$ cat config.mk
export PLATFORM = sky130hd
export DESIGN_NAME = wb_arbiter
export DESIGN_NICKNAME = d
export VERILOG_FILES = /design/src/rtl/wb_arb_pkg.sv /design/src/rtl/wb_arb_watchdog.sv /design/src/rtl/wb_arbiter.sv
export SDC_FILE = /design/constraint.sdc
export NUM_CORES = 1
export LEC_CHECK = 0
export CORE_AREA = 2 2 347 349
export CTS_BUF_LIST = sky130_fd_sc_hd__clkbuf_4
export DETAILED_ROUTE_END_ITERATION = 16
export DIE_AREA = 0 0 349 351
export SLEW_MARGIN = 20
export SYNTH_ARGS = -nofsm -noshare
export SYNTH_HDL_FRONTEND = slang
export SYNTH_SLANG_ARGS = --single-unit
$ cat constraint.sdc
create_clock -name clk -period 1.9 [get_ports clk]
set_input_delay 0.38 -clock clk [delete_from_list [all_inputs] [get_ports clk]]
set_output_delay 0.38 -clock clk [all_outputs]
set_load 0.1 [all_outputs]
$ cat src/rtl/wb_arb_pkg.sv
// wb_arb_pkg: arbiter state type and default bus widths shared by the wb_arbiter files
package wb_arb_pkg;

    typedef enum logic [1:0] {
        IDLE,
        GNT0,
        GNT1
    } arb_state_t;

    localparam int DEF_DATA_W  = 128;
    localparam int DEF_ADDR_W  = 16;
    localparam int DEF_TIMEOUT = 255;

endpackage

$ cat src/rtl/wb_arb_watchdog.sv
// wb_arb_watchdog: stall counter for the granted bus cycle, pulses o_expire for one cycle at TIMEOUT
//   clk, rst   : clock, asynchronous active-high reset
//   i_stb      : strobe of the granted master, before any masking
//   i_term     : any slave termination (ack, err or rty)
//   i_gnt_chg  : grant is moving at the coming edge
//   o_expire   : stall limit reached this cycle
module wb_arb_watchdog import wb_arb_pkg::*; #(
    parameter int TIMEOUT = DEF_TIMEOUT
) (
    input  logic clk,
    input  logic rst,
    input  logic i_stb,
    input  logic i_term,
    input  logic i_gnt_chg,
    output logic o_expire
);

    localparam int CW = $clog2(TIMEOUT + 1);

    logic [CW-1:0] r_cnt;

    // Fires on the TIMEOUT-th stalled cycle itself, so the stalled strobe is withdrawn in that cycle.
    assign o_expire = i_stb && (r_cnt == CW'(TIMEOUT - 1));

    always_ff @(posedge clk or posedge rst) begin
        if (rst)
            r_cnt <= '0;
        else if (i_term || i_gnt_chg || o_expire)
            r_cnt <= '0;
        else if (i_stb)
            r_cnt <= r_cnt + 1'b1;
    end

endmodule

$ cat src/rtl/wb_arbiter.sv
// wb_arbiter: two-master, one-slave Wishbone B4 classic arbiter, cyc-locked, round-robin on contention
//   clk, rst          : clock, asynchronous active-high reset
//   m0_*_i / m0_*_o   : master 0 (cache) Wishbone port
//   m1_*_i / m1_*_o   : master 1 (boot loader / DMA) Wishbone port
//   s_*_o / s_*_i     : slave (RAM) Wishbone port
//   WB_ARB_WATCHDOG_EN: when defined, a stalled strobe is terminated with err after TIMEOUT cycles
module wb_arbiter import wb_arb_pkg::*; #(
    parameter int DATA_W  = DEF_DATA_W,
    parameter int ADDR_W  = DEF_ADDR_W,
    parameter int SEL_W   = DATA_W / 8,
    parameter int TIMEOUT = DEF_TIMEOUT
) (
    input  logic              clk,
    input  logic              rst,
    input  logic              m0_cyc_i,
    input  logic              m0_stb_i,
    input  logic              m0_we_i,
    input  logic [ADDR_W-1:0] m0_adr_i,
    input  logic [DATA_W-1:0] m0_dat_i,
    input  logic [SEL_W-1:0]  m0_sel_i,
    output logic [DATA_W-1:0] m0_dat_o,
    output logic              m0_ack_o,
    output logic              m0_err_o,
    output logic              m0_rty_o,
    input  logic              m1_cyc_i,
    input  logic              m1_stb_i,
    input  logic              m1_we_i,
    input  logic [ADDR_W-1:0] m1_adr_i,
    input  logic [DATA_W-1:0] m1_dat_i,
    input  logic [SEL_W-1:0]  m1_sel_i,
    output logic [DATA_W-1:0] m1_dat_o,
    output logic              m1_ack_o,
    output logic              m1_err_o,
    output logic              m1_rty_o,
    output logic              s_cyc_o,
    output logic              s_stb_o,
    output logic              s_we_o,
    output logic [ADDR_W-1:0] s_adr_o,
    output logic [DATA_W-1:0] s_dat_o,
    output logic [SEL_W-1:0]  s_sel_o,
    input  logic [DATA_W-1:0] s_dat_i,
    input  logic              s_ack_i,
    input  logic              s_err_i,
    input  logic              s_rty_i
);

    arb_state_t r_state, w_next;
    logic       r_last;
    logic       w_g0, w_g1, w_stb, w_expire;

    always_comb begin
        w_next = r_state;
        case (r_state)
            IDLE:    w_next = (m0_cyc_i && m1_cyc_i) ? (r_last ? GNT0 : GNT1) :
                              m0_cyc_i ? GNT0 : m1_cyc_i ? GNT1 : IDLE;
            GNT0:    w_next = m0_cyc_i ? GNT0 : m1_cyc_i ? GNT1 : IDLE;
            GNT1:    w_next = m1_cyc_i ? GNT1 : m0_cyc_i ? GNT0 : IDLE;
            default: w_next = IDLE;
        endcase
    end

    // r_last resets to 1 so master 0 wins the first contention.
    always_ff @(posedge clk or posedge rst) begin
        if (rst) begin
            r_state <= IDLE;
            r_last  <= 1'b1;
        end else begin
            r_state <= w_next;
            if (w_next == GNT0)
                r_last <= 1'b0;
            else if (w_next == GNT1)
                r_last <= 1'b1;
        end
    end

    assign w_g0  = (r_state == GNT0);
    assign w_g1  = (r_state == GNT1);
    assign w_stb = (w_g0 && m0_stb_i) || (w_g1 && m1_stb_i);

    assign s_cyc_o  = (w_g0 && m0_cyc_i) || (w_g1 && m1_cyc_i);
    assign s_stb_o  = w_stb && !w_expire;
    assign s_we_o   = w_g1 ? m1_we_i  : m0_we_i;
    assign s_adr_o  = w_g1 ? m1_adr_i : m0_adr_i;
    assign s_dat_o  = w_g1 ? m1_dat_i : m0_dat_i;
    assign s_sel_o  = w_g1 ? m1_sel_i : m0_sel_i;

    assign m0_dat_o = s_dat_i;
    assign m1_dat_o = s_dat_i;
    assign m0_ack_o = w_g0 && s_ack_i;
    assign m0_err_o = w_g0 && (s_err_i || w_expire);
    assign m0_rty_o = w_g0 && s_rty_i;
    assign m1_ack_o = w_g1 && s_ack_i;
    assign m1_err_o = w_g1 && (s_err_i || w_expire);
    assign m1_rty_o = w_g1 && s_rty_i;

`ifdef WB_ARB_WATCHDOG_EN
    wb_arb_watchdog #(
        .TIMEOUT (TIMEOUT)
    ) u_watchdog (
        .clk       (clk),
        .rst       (rst),
        .i_stb     (w_stb),
        .i_term    (s_ack_i || s_err_i || s_rty_i),
        .i_gnt_chg (w_next != r_state),
        .o_expire  (w_expire)
    );
`else
    logic w_unused_timeout;
    assign w_unused_timeout = (TIMEOUT != 0);
    assign w_expire         = 1'b0;
`endif

endmodule

==> out/results.ini, run 1 <==
[power_and_ir_drop]
vdd_drop_max_v = 0.0003950
powerDensity_nw_per_um2 = 1040
clkPwrFrac = 0.011
power_switching_w = 0.007373
seq_power_share = 0.009
p_leak_nw = 4.437
p_int_w = 0.004634
swShare = 0.6141
p_comb_frac = 0.981

[final_layout]
num-fill-cells = 13620
multi_input_area_um2 = 2384
drive_gt1_frac = 0.5118
area_delta_synth_final_pct = 156.4
fin_nets = 1180
ff_latch_area_um2 = 76.32

[floorplanning]
die_h_um = 351
rows = 127
die_x_um = 349
start_util = 0.03784
dieArea_um2 = 122500
coreArea_um2 = 119000
ios = 884

[sta]
layout_setup_ws_ns = -0.2618
setup_viol = 161
setup_tns_ns = -29.61
worst_pin_slew_ns = 0.4398
period_minus_slack_ns = 2.162
drv_slew = 0
fin_crit_sh = 1.138
slew_headroom = 0.7059
rsz0062_at_grt = true
skew_ns = 0.003894
fmax_mhz = 462.6
hold_viol = 0

[synth]
yosys_warnings = 0
postSynthCellCount = 461
syn_avg_cell_area_um2 = 9.768
synthDistinctLibCells = 21
yosysSeqAreaShare = 0.01695
synthesis.nets = 921
syn_area_um2 = 4503
ys_ff_latch = 3

[critical_path]
crit_path_start = r_state[0]
crit_arrival_ns = 1.78
worstRegToRegCells = 5
worstSetupPathType = flop to output pin
end_kind = output pin
crit_fanout = 14
crit_path_start_kind = flop
r2r-start = r_state[1]
cp.required_ns = 1.52

[detailed_routing]
drt_iter0_drc = 177
routed-via-count = 4505
via_per_inst = 1.985
routed_wl_mm = 67.84
firstDrtPassIters = 4
antenna_left = 0
post-route-drc-count = 0
post_drt_wl_per_cell_um = 29.90

[clock_network]
cts.sink_count = 3
h-tree-depth = 1
cts_hold_buf = 0
root_buffer = clkbuf_4
cts_tree = done
path_clk_slew_ns = 0.04
insertion_delay_ns = 0.23
cts_buffers = 3
cts_buffer_depth = 2

[placement]
dp_slack_ns = -0.1068
dpl.hpwl_mm = 64.06
gp_congestion = 0.7374
port_buffers = 499

[min_path]
worstHoldPathType = input pin to async pin

[global_routing]
grt_pass1_vias = 4750
grt_max_degree = 31
grt_pass1_wl_mm = 75.63
antenna_found_initial = 29
grt_remaining_overflow = 0
grt_use_total = 0.1036

[status]
violations = setup timing
status = complete, but fails checks

[run]
maxCapViolCount = 0

[critical path: stages (launching register included)]
cell,delay [ns]
dfrtp_1,0.37
nand2b_4,0.16
buf_4,0.14
buf_12,0.14
buf_12,0.16
mux2_4,0.37
buf_12,0.18
[Yosys cell counts (all sizes together)]
library cell | number | area share
a21o | 1 | 0.0017
and2 | 6 | 0.0083
dfstp | 1 | 0.0058
nor3b | 1 | 0.0017
dfrtp | 2 | 0.011
mux2 | 161 | 0.48
a21oi | 1 | 0.0011
ha | 1 | 0.0028
inv | 2 | 0.0017
buf | 274 | 0.47
a22o | 2 | 0.0039
o21ba | 1 | 0.0022
o21a | 1 | 0.0017
mux2i | 1 | 0.0022
nor2 | 1 | 0.00083
nand2b | 2 | 0.0028
nor2b | 3 | 0.0042
[power groups by stage]
stage               Clock (W)  Sequential [W]  Combinational [W]
floorplan                   0        0.000105            0.00904
global placement            0        0.000106             0.0116
detailed placement          0        0.000106             0.0116
CTS                  0.000132        0.000105             0.0119
global route         0.000142        0.000108             0.0122
finish               0.000128        0.000104             0.0118
[kinds of logic (layout without fill, tap and decap cells)]
kind of cell               after synthesis  count (layout)  share of synthesized area
muxes                                  162             162                     0.4799
DFF                                      3               3                    0.01695
adders and majority gates                1               1                   0.002778
AOI/OAI and AO/OA                        6               6                    0.01056
buffers and inverters                  276             534                     0.4721
other                                    0               2                          0
and+or+nand+nor                         13              13                    0.01778
[final cells by class]
| type | count | area share |
|---|---|---|
| timing repair buffer | 528 | 0.6156 |
| multi-input combinational | 182 | 0.2064 |
| tap | 1548 | 0.1677 |
| sequential | 3 | 0.006610 |
| clock buffer | 4 | 0.002601 |
| inverter | 2 | 0.0006501 |
| antenna | 2 | 0.0004334 |
[per-layer routing]
metal,GRT usage,part of all wire,up-vias
li1,-,-,1802
met1,0.1330,0.44,1995
met2,0.1442,0.39,613
met3,0.07324,0.16,71
met4,0.008269,0.0093,24
met5,0,0.0025,-
[layout by cell type, fill, tap and decap left out]
cell type	n
a21o_1	1
a21oi_1	1
a22o_1	2
and2_1	6
buf_12	174
buf_16	2
buf_4	11
buf_6	3
buf_8	5
clkbuf_16	3
clkbuf_4	4
clkdlybuf4s50_1	330
dfrtp_1	2
dfstp_2	1
diode_2	2
ha_1	1
inv_1	2
mux2_2	55
mux2_4	106
mux2i_1	1
nand2b_1	1
nand2b_4	1
nor2_1	1
nor2b_1	1
nor2b_4	2
nor3b_1	1
o21a_1	1
o21ba_2	1
[per-stage QoR]
stage               hold slack [ns]  instance area [um2]  cells  utilization  total power (W)
finish                       0.3117                11550   2269      0.09702          0.01201
global placement             0.4668                11220   2254      0.09424          0.01174
floorplan                    0.1329                 4503    461            -         0.009142
CTS                          0.3102                11410   2264      0.09590          0.01211
detailed placement           0.4796                11220   2254      0.09424          0.01174
global route                 0.3283                11540   2267      0.09698          0.01241
[flip-flops by register name (all words and copies together) (netlist names)]
signal	flops
r_last	1
r_state	2
[path summary, 6_finish.rpt]
path	to	slack, ns
setup / recovery	s_dat_o[99]	-0.26
hold / removal	r_state[0]	0.31
setup reg to reg	r_last	0.38
hold reg to reg	r_last	0.48
max in group asynchronous	r_last	1.37
min in group clk	r_last	0.48
[repair_timing]
action / CTS / global route
setup endpoints to repair: 168 / 164
gates resized for setup: 27 / 14
gates cloned: 1 / 3
pin swaps: 0 / 1
buffers inserted: 5 / 1
Power figures use the tool's default switching activity.
==> inputs of run 2 (changes only) <==
SKIP_CTS_REPAIR_TIMING = 1   (was unset)
==> out/results.ini, run 2 (synthesized netlist as in run 1, its figures left out) <==
[clock_network]
h-tree-depth = 1
cts.sink_count = 3
cts_tree = done
cts_buffers = 3
cts_buffer_depth = 2
insertion_delay_ns = 0.23
root_buffer = clkbuf_4
path_clk_slew_ns = 0.04

[power_and_ir_drop]
p_leak_nw = 4.418
powerDensity_nw_per_um2 = 1037
total_power_w = 0.01195
vdd_drop_max_v = 0.0004632

[critical_path]
r2r-start = r_state[1]
worstSetupPathType = flop to output pin
crit_arrival_ns = 1.78
worstRegToRegCells = 5
crit_path_start_kind = flop
r2r_setup_slack_ns = 0.37
cp.required_ns = 1.52
end_kind = output pin
crit_fanout = 14
reg2reg_to = r_last

[final_layout]
largest_register_ffs = 2
final_cell_mix = clkdlybuf4s50_1, buf_12, mux2_4
fin_nets = 1180
area_delta_synth_final_pct = 155.8
regMostFlops = r_state
final_common_cell = clkdlybuf4s50_1
top_regs = r_state: 2 flops, r_last: 1 flops
drive_gt1_frac = 0.5118

[sta]
skew_ns = 0.003707
period_minus_slack_ns = 2.162
drv_slew = 0
fmax_mhz = 462.6
rsz0062_at_grt = true
fin_crit_sh = 1.138
hold_viol = 0
layout_setup_ws_ns = -0.2619
worst_pin_slew_ns = 0.4400
setup_viol = 161
slew_headroom = 0.7058

[detailed_routing]
wl_met3_mm = 11.73
drt_iter0_drc = 141
wl_met2_mm = 26.35
firstDrtPassIters = 4
routed-via-count = 4495
routed_wl_mm = 67.67
post-route-drc-count = 0
post_drt_wl_per_cell_um = 29.80
antenna_left = 0
wl_met1_mm = 28.59
via_per_inst = 1.979
dr.max_layer_used = met5

[floorplanning]
ios = 884
dieArea_um2 = 122500
die_x_um = 349
rows = 127
start_util = 0.03784
die_h_um = 351
coreArea_um2 = 119000

[status]
status = complete, but fails checks
violations = setup timing

[run]
maxCapViolCount = 0

[placement]
dpl.hpwl_mm = 64.06
dp_slack_ns = -0.1068
gp_congestion = 0.7374
port_buffers = 499

[global_routing]
grt_pass1_wl_mm = 75.18
antenna_found_initial = 34
grt_max_degree = 31
grt_use_total = 0.1032
grt_remaining_overflow = 0
grt_pass1_vias = 4712

[min_path]
worstHoldPathType = input pin to async pin

run 2: metal layers:
layer / track usage / vias to the layer above
met5: 0 / -
met4: 0.01038 / 30
met3: 0.07911 / 77
met2: 0.1426 / 628
met1: 0.1287 / 1955
li1: - / 1805
run 2: cell type report:
class | count | area (um2)
antenna | 4 | 10.01
sequential | 3 | 76.32
clock buffer | 4 | 30.03
multi-input combinational | 182 | 2376
tap | 1548 | 1937
timing repair buffer | 528 | 7083
fill | 13620 | 107500
inverter | 2 | 7.507
run 2: report_power, final:
group | internal [W] | switching [W] | leakage, nW
registers | 0.0000897 | 0.0000145 | 0.0356
clock network | 0.0000931 | 0.0000356 | 0.0184
logic | 0.00442 | 0.00729 | 4.36
total | 0.00460 | 0.00734 | 4.42
run 2: worst max-delay path by stage:
stage                               to  slack (ns)     startpoint
after detailed placement  s_dat_o[106]       -0.11  m1_dat_i[106]
after CTS                  s_dat_o[28]       -0.29     r_state[1]
after global routing       s_dat_o[44]       -0.31     r_state[1]
after global placement    s_dat_o[106]       -0.16  m1_dat_i[106]
final                      s_dat_o[99]       -0.26     r_state[0]
after floorplan             s_adr_o[0]         0.1     r_state[0]
run 2: worst max-delay path: stages (launching register included):
cell	delay, ns
dfrtp_1	0.37
nand2b_4	0.16
buf_4	0.14
buf_12	0.14
buf_12	0.16
mux2_4	0.36
buf_12	0.18
run 2: stage by stage:
stage                     utilization  setup TNS [ns]  instance area, um2  hold WS (ns)  std cells
after floorplan                     -               0                4503        0.1329        461
after global placement        0.09424          -1.319               11220        0.4668       2254
after detailed placement      0.09424         -0.8137               11220        0.4796       2254
after CTS                     0.09449          -35.34               11250        0.3102       2258
after global routing          0.09671          -39.89               11510        0.3282       2267
final                         0.09679          -29.71               11520        0.3111       2271
==> inputs of run 3 (changes only) <==
==> constraint.sdc (replaced) <==
create_clock -name clk -period 1.9 [get_ports clk]
set_input_delay 0.38 -clock clk [delete_from_list [all_inputs] [get_ports clk]]
set_output_delay 0.38 -clock clk [all_outputs]
set_load 0.005 [all_outputs]
==> out/results.ini, run 3 (synthesized netlist as in run 1, its figures left out) <==
[critical_path]
crit_path_top_delay_cell = dfrtp_1
crit_path_start_kind = flop
crit_path_start = r_state[0]
path_buf_inv = 5
worstRegToRegCells = 6
crit_arrival_ns = 1.90
reg2reg_to = r_last
worstSetupPathType = flop to output pin
r2r_setup_slack_ns = 0.34
crit_fanout = 9
crit_path_frequent_cell = buf_6
crit_family = buffers and inverters
slowest_delay_ns = 0.37
end_kind = output pin
r2r-start = r_state[0]
critPathCapture = s_dat_o[76]
path_cells = nand2b_4 -> buf_12 -> clkbuf_16 -> buf_6 -> buf_6 -> mux2_4 -> buf_6
cp.depth = 7
cp.required_ns = 1.52

[clock_network]
path_clk_slew_ns = 0.04
cts_buffers = 3
cts.sink_count = 3
insertion_delay_ns = 0.24
h-tree-depth = 1
root_buffer = clkbuf_4
cts_buffer_depth = 2
cts_tree = done

[sta]
fin_crit_sh = 1.199
drv_slew = 0
setup_tns_ns = -33.19
period_minus_slack_ns = 2.278
skew_ns = 0.004569
hold_viol = 0
fmax_mhz = 439.0
worst_pin_slew_ns = 0.3369
slew_headroom = 0.7747
rsz0062_at_grt = true
layout_setup_ws_ns = -0.3780
setup_viol = 146

[final_layout]
area_delta_synth_final_pct = 132.2
final_area_um2 = 10460
multi_input_area_um2 = 2504
final_cell_mix = clkdlybuf4s50_1, mux2_4, buf_6
ff_latch_area_um2 = 76.32
top_regs = r_state: 2 flops, r_last: 1 flops
drive_gt1_frac = 0.5229
final_common_cell = clkdlybuf4s50_1
regMostFlops = r_state
fin_nets = 1226
largest_register_ffs = 2
num-fill-cells = 13840

[global_routing]
grt_use_total = 0.1021
antenna_found_initial = 44
grt_pass1_wl_mm = 74.92
grt_pass1_vias = 4710
grt_max_degree = 26
grt_remaining_overflow = 0

[power_and_ir_drop]
p_leak_nw = 4.387
vdd_drop_max_v = 0.0003033
swShare = 0.4157
p_comb_frac = 0.963
p_int_w = 0.003695
power_switching_w = 0.002629
total_power_w = 0.006325
seq_power_share = 0.017
powerDensity_nw_per_um2 = 604.8
clkPwrFrac = 0.020

[status]
violations = setup timing
status = complete, but fails checks

[floorplanning]
start_util = 0.03784
ios = 884
rows = 127
coreArea_um2 = 119000
die_x_um = 349
die_h_um = 351
dieArea_um2 = 122500

[detailed_routing]
drt_iter0_drc = 172
post_drt_wl_per_cell_um = 29.55
via_per_inst = 2.038
routed_wl_mm = 68.44
routed-via-count = 4720
post-route-drc-count = 0
antenna_left = 0
firstDrtPassIters = 4

[placement]
port_buffers = 499
gp_congestion = 0.7592
dpl.hpwl_mm = 63.77
placed_cell_area_um2 = 9437

[min_path]
worstHoldPathType = input pin to async pin

[run]
maxCapViolCount = 0

==> run 3: power by group through the flow <==
stage / clock (W) / combinational (W) / sequential [W]
2_1_floorplan: 0 / 0.00218 / 0.000105
3_3_place_gp: 0 / 0.00522 / 0.000105
3_5_place_dp: 0 / 0.00523 / 0.000106
4_1_cts: 0.000133 / 0.00527 / 0.000105
5_1_grt: 0.000142 / 0.00647 / 0.000108
6_report: 0.000129 / 0.00609 / 0.000106
==> run 3: worst min path at each step <==
stage,to,depth (start not counted),startpoint,slack [ns]
after floorplan,r_state[0],1,rst,0.13
after global routing,r_state[0],2,rst,0.36
final,r_state[0],2,rst,0.34
after detailed placement,r_last,2,r_last,0.47
after global placement,r_last,2,r_last,0.47
after CTS,r_state[0],2,rst,0.36
==> run 3: per-stage QoR <==
| step | hold WS, ns | setup slack [ns] | utilization | std cells |
|---|---|---|---|---|
| finish | 0.3418 | -0.3780 | 0.08787 | 2316 |
| global route | 0.3605 | -0.4050 | 0.08782 | 2314 |
| CTS | 0.3585 | -0.5897 | 0.07954 | 2268 |
| detailed placement | 0.4750 | -0.3300 | 0.07929 | 2264 |
| global placement | 0.4656 | -0.3123 | 0.07929 | 2264 |
| floorplan | 0.1329 | 0.2519 | - | 461 |
==> run 3: worst reg2reg max path, cell delays in order, from the launching register on <==
cell	delay, ns
dfrtp_1	0.37
buf_4	0.13
buf_4	0.14
o21ba_2	0.19
o21a_1	0.19
ha_1	0.30
mux2i_1	0.18
==> run 3: layer usage <==
metal,GRT usage,vias up,wire length [um]
met5,0,-,679
met4,0.01003,62,919
met3,0.09064,118,13260
met2,0.1385,621,26140
met1,0.1221,2020,27440
li1,-,1899,-
==> run 3: area by class of cell <==
cell class              instances  share of cell area
repair buffers                574              0.5638
multi-input cells             182              0.2394
well taps                    1548              0.1852
flip-flops and latches          3            0.007298
clock buffers                   4            0.002872
inverters                       2           0.0007179
diodes                          3           0.0007179
